## src/rtl/icache_tag_ctrl_if.sv

```systemverilog
// Bundles the icache_tag_ctrl handshake and tag-RAM signals.
//   slave  : the tag controller's view (drives responses, fill requests, RAM controls)
//   master : the surrounding fetch unit / memory / tag RAM view
// Signals:
//   req_valid/req_ready/req_addr         fetch lookup request
//   resp_valid/resp_hit/resp_way         one-cycle lookup result
//   fill_req_valid/ready/addr, fill_done line-fill handshake with memory
//   flush                                invalidate all ways
//   tag_r_index/tag_rdata                tag RAM read port (2-cycle latency)
//   tag_w_index/tag_wdata/tag_wr_en      tag RAM write port
interface icache_tag_ctrl_if #(
    parameter int unsigned ADDR_W = 32,
    parameter int unsigned TAG_W  = 18,
    parameter int unsigned IDX_W  = 7
);
    logic                  req_valid;
    logic                  req_ready;
    logic [ADDR_W-1:0]     req_addr;
    logic                  resp_valid;
    logic                  resp_hit;
    logic [1:0]            resp_way;
    logic                  fill_req_valid;
    logic [ADDR_W-1:0]     fill_req_addr;
    logic                  fill_req_ready;
    logic                  fill_done;
    logic                  flush;
    logic [IDX_W-1:0]      tag_r_index;
    logic [4*TAG_W-1:0]    tag_rdata;
    logic [IDX_W+1:0]      tag_w_index;
    logic [TAG_W-1:0]      tag_wdata;
    logic                  tag_wr_en;

    modport slave (
        input  req_valid, req_addr, fill_req_ready, fill_done, flush, tag_rdata,
        output req_ready, resp_valid, resp_hit, resp_way, fill_req_valid,
               fill_req_addr, tag_r_index, tag_w_index, tag_wdata, tag_wr_en
    );

    modport master (
        output req_valid, req_addr, fill_req_ready, fill_done, flush, tag_rdata,
        input  req_ready, resp_valid, resp_hit, resp_way, fill_req_valid,
               fill_req_addr, tag_r_index, tag_w_index, tag_wdata, tag_wr_en
    );
endinterface

```

## src/rtl/icache_tag_ctrl.sv

```systemverilog
// Instruction-cache tag lookup and miss controller, 128 sets x 4 ways.
// Drives the tag RAM read index, compares the four returned tags against the
// request tag (qualified by per-way valid flops), and on a miss issues a
// line-fill request, picks a victim (first invalid way, else tree PLRU) and
// writes the new tag. Valid bits and PLRU state live in flops here.
// Ports:
//   clk  clock (also clocks the tag RAM)
//   rst  asynchronous active-high reset
//   bus  icache_tag_ctrl_if.slave: request/response, fill handshake, flush,
//        tag RAM read/write port
module icache_tag_ctrl #(
    parameter int unsigned ADDR_W = 32,
    parameter int unsigned TAG_W  = 18,
    parameter int unsigned IDX_W  = 7,
    parameter int unsigned OFF_W  = 7
) (
    input  logic             clk,
    input  logic             rst,
    icache_tag_ctrl_if.slave bus
);

    localparam int unsigned NSETS = 2 ** IDX_W;

    typedef enum logic [2:0] {
        S_IDLE,
        S_RD1,
        S_RD2,
        S_CMP,
        S_MISS_REQ,
        S_MISS_WAIT,
        S_FILL_WR,
        S_FLUSH
    } state_t;

    state_t              state_q, state_d;
    logic [TAG_W-1:0]    tag_q, tag_d;
    logic [IDX_W-1:0]    idx_q, idx_d;
    logic [1:0]          victim_q, victim_d;
    logic                resp_valid_q, resp_valid_d;
    logic                resp_hit_q, resp_hit_d;
    logic [1:0]          resp_way_q, resp_way_d;

    logic [NSETS-1:0][3:0] valid_q;
    logic [NSETS-1:0][2:0] plru_q;

    logic [TAG_W-1:0]    req_tag;
    logic [IDX_W-1:0]    req_idx;
    logic [3:0]          set_valid;
    logic [2:0]          set_plru;
    logic [3:0]          match;
    logic                hit;
    logic [1:0]          hit_way;
    logic [1:0]          miss_victim;

    logic                valid_we;
    logic                plru_we;
    logic [1:0]          plru_way;
    logic                clr_all;

    assign req_tag = bus.req_addr[ADDR_W-1 -: TAG_W];
    assign req_idx = bus.req_addr[OFF_W +: IDX_W];

    // Tree PLRU: b0 is the root; an access points each bit on its path away
    // from the accessed way.
    function automatic logic [2:0] plru_touch(input logic [2:0] bits, input logic [1:0] way);
        logic [2:0] r;
        r    = bits;
        r[0] = ~way[1];
        if (!way[1]) begin
            r[1] = ~way[0];
        end else begin
            r[2] = ~way[0];
        end
        return r;
    endfunction

    // Tag compare and victim choice for the latched set.
    always_comb begin
        set_valid = valid_q[idx_q];
        set_plru  = plru_q[idx_q];
        match     = '0;
        for (int unsigned w = 0; w < 4; w++) begin
            match[w] = set_valid[w] && (bus.tag_rdata[w*TAG_W +: TAG_W] == tag_q);
        end
        hit = |match;

        // Lowest matching way wins should duplicates ever appear.
        casez (match)
            4'b???1: hit_way = 2'd0;
            4'b??10: hit_way = 2'd1;
            4'b?100: hit_way = 2'd2;
            4'b1000: hit_way = 2'd3;
            default: hit_way = 2'd0;
        endcase

        casez (set_valid)
            4'b???0: miss_victim = 2'd0;
            4'b??01: miss_victim = 2'd1;
            4'b?011: miss_victim = 2'd2;
            4'b0111: miss_victim = 2'd3;
            default: miss_victim = set_plru[0] ? {1'b1, set_plru[2]} : {1'b0, set_plru[1]};
        endcase
    end

    // Next-state and control decode.
    always_comb begin
        state_d      = state_q;
        tag_d        = tag_q;
        idx_d        = idx_q;
        victim_d     = victim_q;
        resp_valid_d = 1'b0;
        resp_hit_d   = resp_hit_q;
        resp_way_d   = resp_way_q;
        valid_we     = 1'b0;
        plru_we      = 1'b0;
        plru_way     = '0;
        clr_all      = 1'b0;

        case (state_q)
            S_IDLE: begin
                if (bus.flush) begin
                    state_d = S_FLUSH;
                end else if (bus.req_valid) begin
                    tag_d   = req_tag;
                    idx_d   = req_idx;
                    state_d = S_RD1;
                end
            end
            S_RD1: state_d = S_RD2;
            S_RD2: state_d = S_CMP;
            S_CMP: begin
                if (hit) begin
                    resp_valid_d = 1'b1;
                    resp_hit_d   = 1'b1;
                    resp_way_d   = hit_way;
                    plru_we      = 1'b1;
                    plru_way     = hit_way;
                    state_d      = S_IDLE;
                end else begin
                    victim_d = miss_victim;
                    state_d  = S_MISS_REQ;
                end
            end
            S_MISS_REQ: begin
                if (bus.fill_req_ready) begin
                    state_d = S_MISS_WAIT;
                end
            end
            S_MISS_WAIT: begin
                if (bus.fill_done) begin
                    state_d = S_FILL_WR;
                end
            end
            S_FILL_WR: begin
                valid_we     = 1'b1;
                plru_we      = 1'b1;
                plru_way     = victim_q;
                resp_valid_d = 1'b1;
                resp_hit_d   = 1'b0;
                resp_way_d   = victim_q;
                state_d      = S_IDLE;
            end
            S_FLUSH: begin
                clr_all = 1'b1;
                state_d = S_IDLE;
            end
            default: state_d = S_IDLE;
        endcase
    end

    always_ff @(posedge clk or posedge rst) begin
        if (rst) begin
            state_q      <= S_IDLE;
            tag_q        <= '0;
            idx_q        <= '0;
            victim_q     <= '0;
            resp_valid_q <= 1'b0;
            resp_hit_q   <= 1'b0;
            resp_way_q   <= '0;
        end else begin
            state_q      <= state_d;
            tag_q        <= tag_d;
            idx_q        <= idx_d;
            victim_q     <= victim_d;
            resp_valid_q <= resp_valid_d;
            resp_hit_q   <= resp_hit_d;
            resp_way_q   <= resp_way_d;
        end
    end

    always_ff @(posedge clk or posedge rst) begin
        if (rst) begin
            valid_q <= '0;
            plru_q  <= '0;
        end else if (clr_all) begin
            valid_q <= '0;
            plru_q  <= '0;
        end else begin
            if (valid_we) begin
                valid_q[idx_q][victim_q] <= 1'b1;
            end
            if (plru_we) begin
                plru_q[idx_q] <= plru_touch(plru_q[idx_q], plru_way);
            end
        end
    end

    // Address the RAM straight from the request in IDLE so the read starts
    // on the accept edge; afterwards hold the latched index.
    assign bus.tag_r_index    = (state_q == S_IDLE) ? req_idx : idx_q;
    assign bus.req_ready      = (state_q == S_IDLE);
    assign bus.fill_req_valid = (state_q == S_MISS_REQ);
    assign bus.fill_req_addr  = {tag_q, idx_q, {OFF_W{1'b0}}};
    assign bus.tag_wr_en      = (state_q == S_FILL_WR);
    assign bus.tag_w_index    = (state_q == S_FILL_WR) ? {idx_q, victim_q} : '0;
    assign bus.tag_wdata      = (state_q == S_FILL_WR) ? tag_q : '0;
    assign bus.resp_valid     = resp_valid_q;
    assign bus.resp_hit       = resp_hit_q;
    assign bus.resp_way       = resp_way_q;

endmodule

```

## src/flat_wrapper.sv

```systemverilog
// flat-port wrapper written by rule: the top's interface ports become plain ports
module icache_tag_ctrl_flat 
#(
    parameter int unsigned ADDR_W = 32,
    parameter int unsigned TAG_W  = 18,
    parameter int unsigned IDX_W  = 7,
    parameter int unsigned OFF_W  = 7
)
  (clk, rst, bus_req_valid, bus_req_addr, bus_fill_req_ready, bus_fill_done, bus_flush, bus_tag_rdata, bus_req_ready, bus_resp_valid, bus_resp_hit, bus_resp_way, bus_fill_req_valid, bus_fill_req_addr, bus_tag_r_index, bus_tag_w_index, bus_tag_wdata, bus_tag_wr_en);
  icache_tag_ctrl_if #(.ADDR_W(ADDR_W), .TAG_W(TAG_W), .IDX_W(IDX_W)) bus_i ();
  input  logic clk;
  input  logic rst;
  input wire logic [$bits(bus_i.req_valid)-1:0] bus_req_valid;
  input wire logic [$bits(bus_i.req_addr)-1:0] bus_req_addr;
  input wire logic [$bits(bus_i.fill_req_ready)-1:0] bus_fill_req_ready;
  input wire logic [$bits(bus_i.fill_done)-1:0] bus_fill_done;
  input wire logic [$bits(bus_i.flush)-1:0] bus_flush;
  input wire logic [$bits(bus_i.tag_rdata)-1:0] bus_tag_rdata;
  output wire logic [$bits(bus_i.req_ready)-1:0] bus_req_ready;
  output wire logic [$bits(bus_i.resp_valid)-1:0] bus_resp_valid;
  output wire logic [$bits(bus_i.resp_hit)-1:0] bus_resp_hit;
  output wire logic [$bits(bus_i.resp_way)-1:0] bus_resp_way;
  output wire logic [$bits(bus_i.fill_req_valid)-1:0] bus_fill_req_valid;
  output wire logic [$bits(bus_i.fill_req_addr)-1:0] bus_fill_req_addr;
  output wire logic [$bits(bus_i.tag_r_index)-1:0] bus_tag_r_index;
  output wire logic [$bits(bus_i.tag_w_index)-1:0] bus_tag_w_index;
  output wire logic [$bits(bus_i.tag_wdata)-1:0] bus_tag_wdata;
  output wire logic [$bits(bus_i.tag_wr_en)-1:0] bus_tag_wr_en;
  assign bus_i.req_valid = bus_req_valid;
  assign bus_i.req_addr = bus_req_addr;
  assign bus_i.fill_req_ready = bus_fill_req_ready;
  assign bus_i.fill_done = bus_fill_done;
  assign bus_i.flush = bus_flush;
  assign bus_i.tag_rdata = bus_tag_rdata;
  assign bus_req_ready = bus_i.req_ready;
  assign bus_resp_valid = bus_i.resp_valid;
  assign bus_resp_hit = bus_i.resp_hit;
  assign bus_resp_way = bus_i.resp_way;
  assign bus_fill_req_valid = bus_i.fill_req_valid;
  assign bus_fill_req_addr = bus_i.fill_req_addr;
  assign bus_tag_r_index = bus_i.tag_r_index;
  assign bus_tag_w_index = bus_i.tag_w_index;
  assign bus_tag_wdata = bus_i.tag_wdata;
  assign bus_tag_wr_en = bus_i.tag_wr_en;
  icache_tag_ctrl #(.ADDR_W(ADDR_W), .TAG_W(TAG_W), .IDX_W(IDX_W), .OFF_W(OFF_W)) u_core (.clk(clk), .rst(rst), .bus(bus_i));
endmodule
```

## config.mk

```make
export PLATFORM = sky130hd
export DESIGN_NAME = icache_tag_ctrl_flat
export DESIGN_NICKNAME = d
export VERILOG_FILES = /design/src/rtl/icache_tag_ctrl_if.sv /design/src/rtl/icache_tag_ctrl.sv /design/src/flat_wrapper.sv
export SDC_FILE = /design/constraint.sdc
export NUM_CORES = 2
export LEC_CHECK = 0
export BUFFER_PORTS_ARGS = -buffer_cell sky130_fd_sc_hd__clkbuf_2
export CAP_MARGIN = 15
export CORE_MARGIN = 2
export CORE_UTILIZATION = 30
export CTS_CLUSTER_DIAMETER = 120
export CTS_CLUSTER_SIZE = 8
export DETAILED_ROUTE_END_ITERATION = 7
export GPL_ROUTABILITY_DRIVEN = 0
export PLACE_DENSITY_LB_ADDON = 0.15
export SYNTH_ARGS = -nofsm -noshare
export SYNTH_HDL_FRONTEND = slang
export SYNTH_SLANG_ARGS = --single-unit
```

## constraint.sdc

```tcl
create_clock -name clk -period 33.3 [get_ports clk]
set_input_delay 1.665 -clock clk [delete_from_list [all_inputs] [get_ports clk]]
set_output_delay 1.665 -clock clk [all_outputs]
set_load 0.02 [all_outputs]
```

==> flow_metrics.tcl <==
set metrics [dict create \
    drv_slew 0 \
    synth_edf_count 0 \
    fin_tns_setup_ps 0 \
    grt_max_degree 171 \
    place_ws_ps 25520 \
    yosysUniqueCellTypes 82 \
    critical_path_required_ps 33980 \
    synth.cell_area_um2 45300 \
    p_leak_nw 22.1 \
    synth_area_leader_cell "dfrtp_1" \
    n_fill_cell 15342 \
    worst_pin_slew_ps 1230 \
    dp_hpwl_um 115000 \
    overflow 0 \
    start_kind "flip-flop" \
    final_util_pct 34.3 \
    maxCapViolations 0 \
    ctsResizeCount 0 \
    grt_usage_pct 24.0 \
    hold_viol_final 0 \
    die_x_um 392 \
    async_flop_share_pct 100 \
    antenna_found_initial 4 \
    cts_sinks 930 \
    ir_worst_vdd_uv 81.8 \
    cp.arrival_ps 8770 \
    synthCells 4766 \
    setup_slack_ps 25210 \
    first_global_vias 37854 \
    nets 4848 \
    wl_per_cell_um 27.6 \
    first_pass_iters 6 \
    vias_per_cell 5.72 \
    core_um2 150000 \
    min_period_ps 8090 \
    end_kind "flip-flop" \
    ys_seq_elements 930 \
    placementRows 142 \
    ys_warn_count 0 \
    wl_um 187000 \
    syn_avg_cell_area_um2 9.50 \
    synth_top_area_share_pct 51.4 \
    cts-root-buf "clkbuf_16" \
    total_power_mw 4.28 \
    path_cells "or2_2 -> buf_4 -> o22ai_1 -> o21ai_1 -> a41oi_1 -> nor4_2 -> o22ai_1 -> inv_1 -> o31a_2 -> buf_4 -> buf_4 -> o211ai_1 -> a21oi_1" \
    post_cts.repair.setup_buffers 0 \
    synth_area_leaders "dfrtp_1 (51%), a21oi_1 (8.1%), nor2_1 (6.2%)" \
    powerDensity_nw_per_um2 83.3 \
    io_buffers 168 \
    setup_violations 0 \
    criticalPathCategory "reg -> reg" \
    rsz0062_at_grt "false" \
    tritoncts "built" \
    hold_class "reg -> reg" \
    vias 38711 \
    grt_first_pass_wirelength_um 272000 \
    cts_made_buffers 134 \
    worst_skew_pair.late_latency_ps 780 \
    htree_levels 4 \
    slew_headroom_pct 18.1 \
    register_area_um2 23300 \
    fin_crit_sh_pct 24.3 \
    clk_pin_slew_ps 50 \
    initial_core_util_pct 30.2 \
    crit_top_cell "buf_4" \
    antenna_left 0 \
    multiInputGateArea_um2 20200 \
    fmax_mhz 124 \
    clock_path_buffers 3 \
    whs_ps 486 \
    layout-drive-gt1-share_pct 11.7 \
    ios 183 \
    slowest_stage "o21ai_1" \
    die_area_um2 154000 \
    critPathBufInv 4 \
    mostFrequentLayoutCells "dfrtp_1 (927), nor2_1 (738), a21oi_1 (728)" \
    drtIter0Drc 3987 \
    max_stage_delay_ps 950 \
    cts_hold_buffers 0 \
    crit_family "compound AO/OA/AOI/OAI gates" \
    ys_seq_area_share_pct 51.4 \
    status "completed" \
    fin_skew_ps 36.3 \
    areaGrowthSynthToFinish_pct 13.5 \
    synth_ff_type "dfrtp_1" \
    route.detailed.drc 0 \
    crit_fanout 66 \
    die_height_um 392 \
    final_common_cell "dfrtp_1" \
]
[per-layer routing]
metal	wire, um	vias to the layer above	share of wire (%)	GRT usage [%]
li1	-	16987	-	-
met5	0	-	0	0
met2	83300	1564	45	36.7
met4	6030	0	3.2	8.29
met1	84700	19868	45	33.8
met3	12700	292	6.8	4.32
[final timing paths]
kind                                   start             endpoint  slack [ps]  cells past startpoint
max reg2reg                  u_core.idx_q[1]   u_core.plru_q[353]       25210                     13
max in group asynchronous                rst   u_core.plru_q[345]       28150                      6
min in group asynchronous                rst  u_core.valid_q[195]        1090                      2
max                          u_core.idx_q[1]   u_core.plru_q[353]       25210                     13
min reg2reg                u_core.plru_q[17]    u_core.plru_q[17]         490                      1
min                        u_core.plru_q[17]    u_core.plru_q[17]         490                      1
[cell type report]
cell class / count / share of cell area (%)
Clock inverter: 16 / 0.438
Multi-Input combinational cell: 3386 / 39.4
Tap cell: 2016 / 4.91
Antenna cell: 3 / 0.0146
Timing Repair Buffer: 271 / 3.29
Clock buffer: 136 / 6.54
Sequential cell: 930 / 45.3
Inverter: 15 / 0.124
[synthesized netlist by cell type (10+ instances only)]
| library cell | instances |
|---|---|
| a22o_1 | 17 |
| a32o_1 | 58 |
| a221o_1 | 19 |
| o21ai_1 | 68 |
| o31ai_1 | 10 |
| dfrtp_1 | 930 |
| xor2_1 | 26 |
| nand3_1 | 82 |
| a22oi_1 | 108 |
| buf_6 | 12 |
| buf_2 | 79 |
| a41oi_1 | 15 |
| mux2_2 | 46 |
| inv_1 | 12 |
| and3b_1 | 11 |
| nand2b_1 | 68 |
| mux4_2 | 31 |
| a31oi_1 | 13 |
| xnor2_1 | 46 |
| a21oi_1 | 730 |
| nor2b_1 | 11 |
| nor2_1 | 744 |
| nor3_1 | 17 |
| buf_1 | 27 |
| nand4_1 | 22 |
| o211ai_1 | 70 |
| a221oi_1 | 51 |
| and3_1 | 29 |
| mux2i_1 | 230 |
| o21ai_0 | 124 |
| clkbuf_1 | 299 |
| o2bb2ai_1 | 61 |
| buf_4 | 23 |
| nand2_1 | 408 |
| o22ai_1 | 149 |
[sequential cells by signal, indices dropped and copies added (netlist names)]
name / count
u_core.bus.resp_valid: 1
u_core.state_q: 3
u_core.bus.resp_way: 2
u_core.tag_q: 18
u_core.valid_q: 512
u_core.idx_q: 7
u_core.plru_q: 384
u_core.victim_q: 2
u_core.bus.resp_hit: 1
[per-stage QoR]
step / area (um2) / instances
finish: 51400 / 6773
global route: 51400 / 6770
CTS: 51400 / 6770
detailed placement: 47800 / 6618
global placement: 47800 / 6618
floorplan: 45300 / 4772
[cells by family after synthesis]
| kind of cell | share of synthesized area, % |
|---|---|
| multiplexers | 7.90 |
| AND/OR/NAND/NOR | 13.5 |
| flip-flops | 51.4 |
| AO/OA/AOI/OAI | 21.4 |
| XOR/XNOR | 1.39 |
| other | 0.00828 |
| buffers and inverters | 4.41 |
[power by group]
group | total (mW) | internal [mW] | switching (mW) | leakage (nW)
clock | 1.25 | 0.716 | 0.529 | 1.76
sequential | 1.46 | 1.29 | 0.174 | 12.9
combinational | 1.57 | 0.385 | 1.19 | 7.48
(Power assumes the default switching activity.)
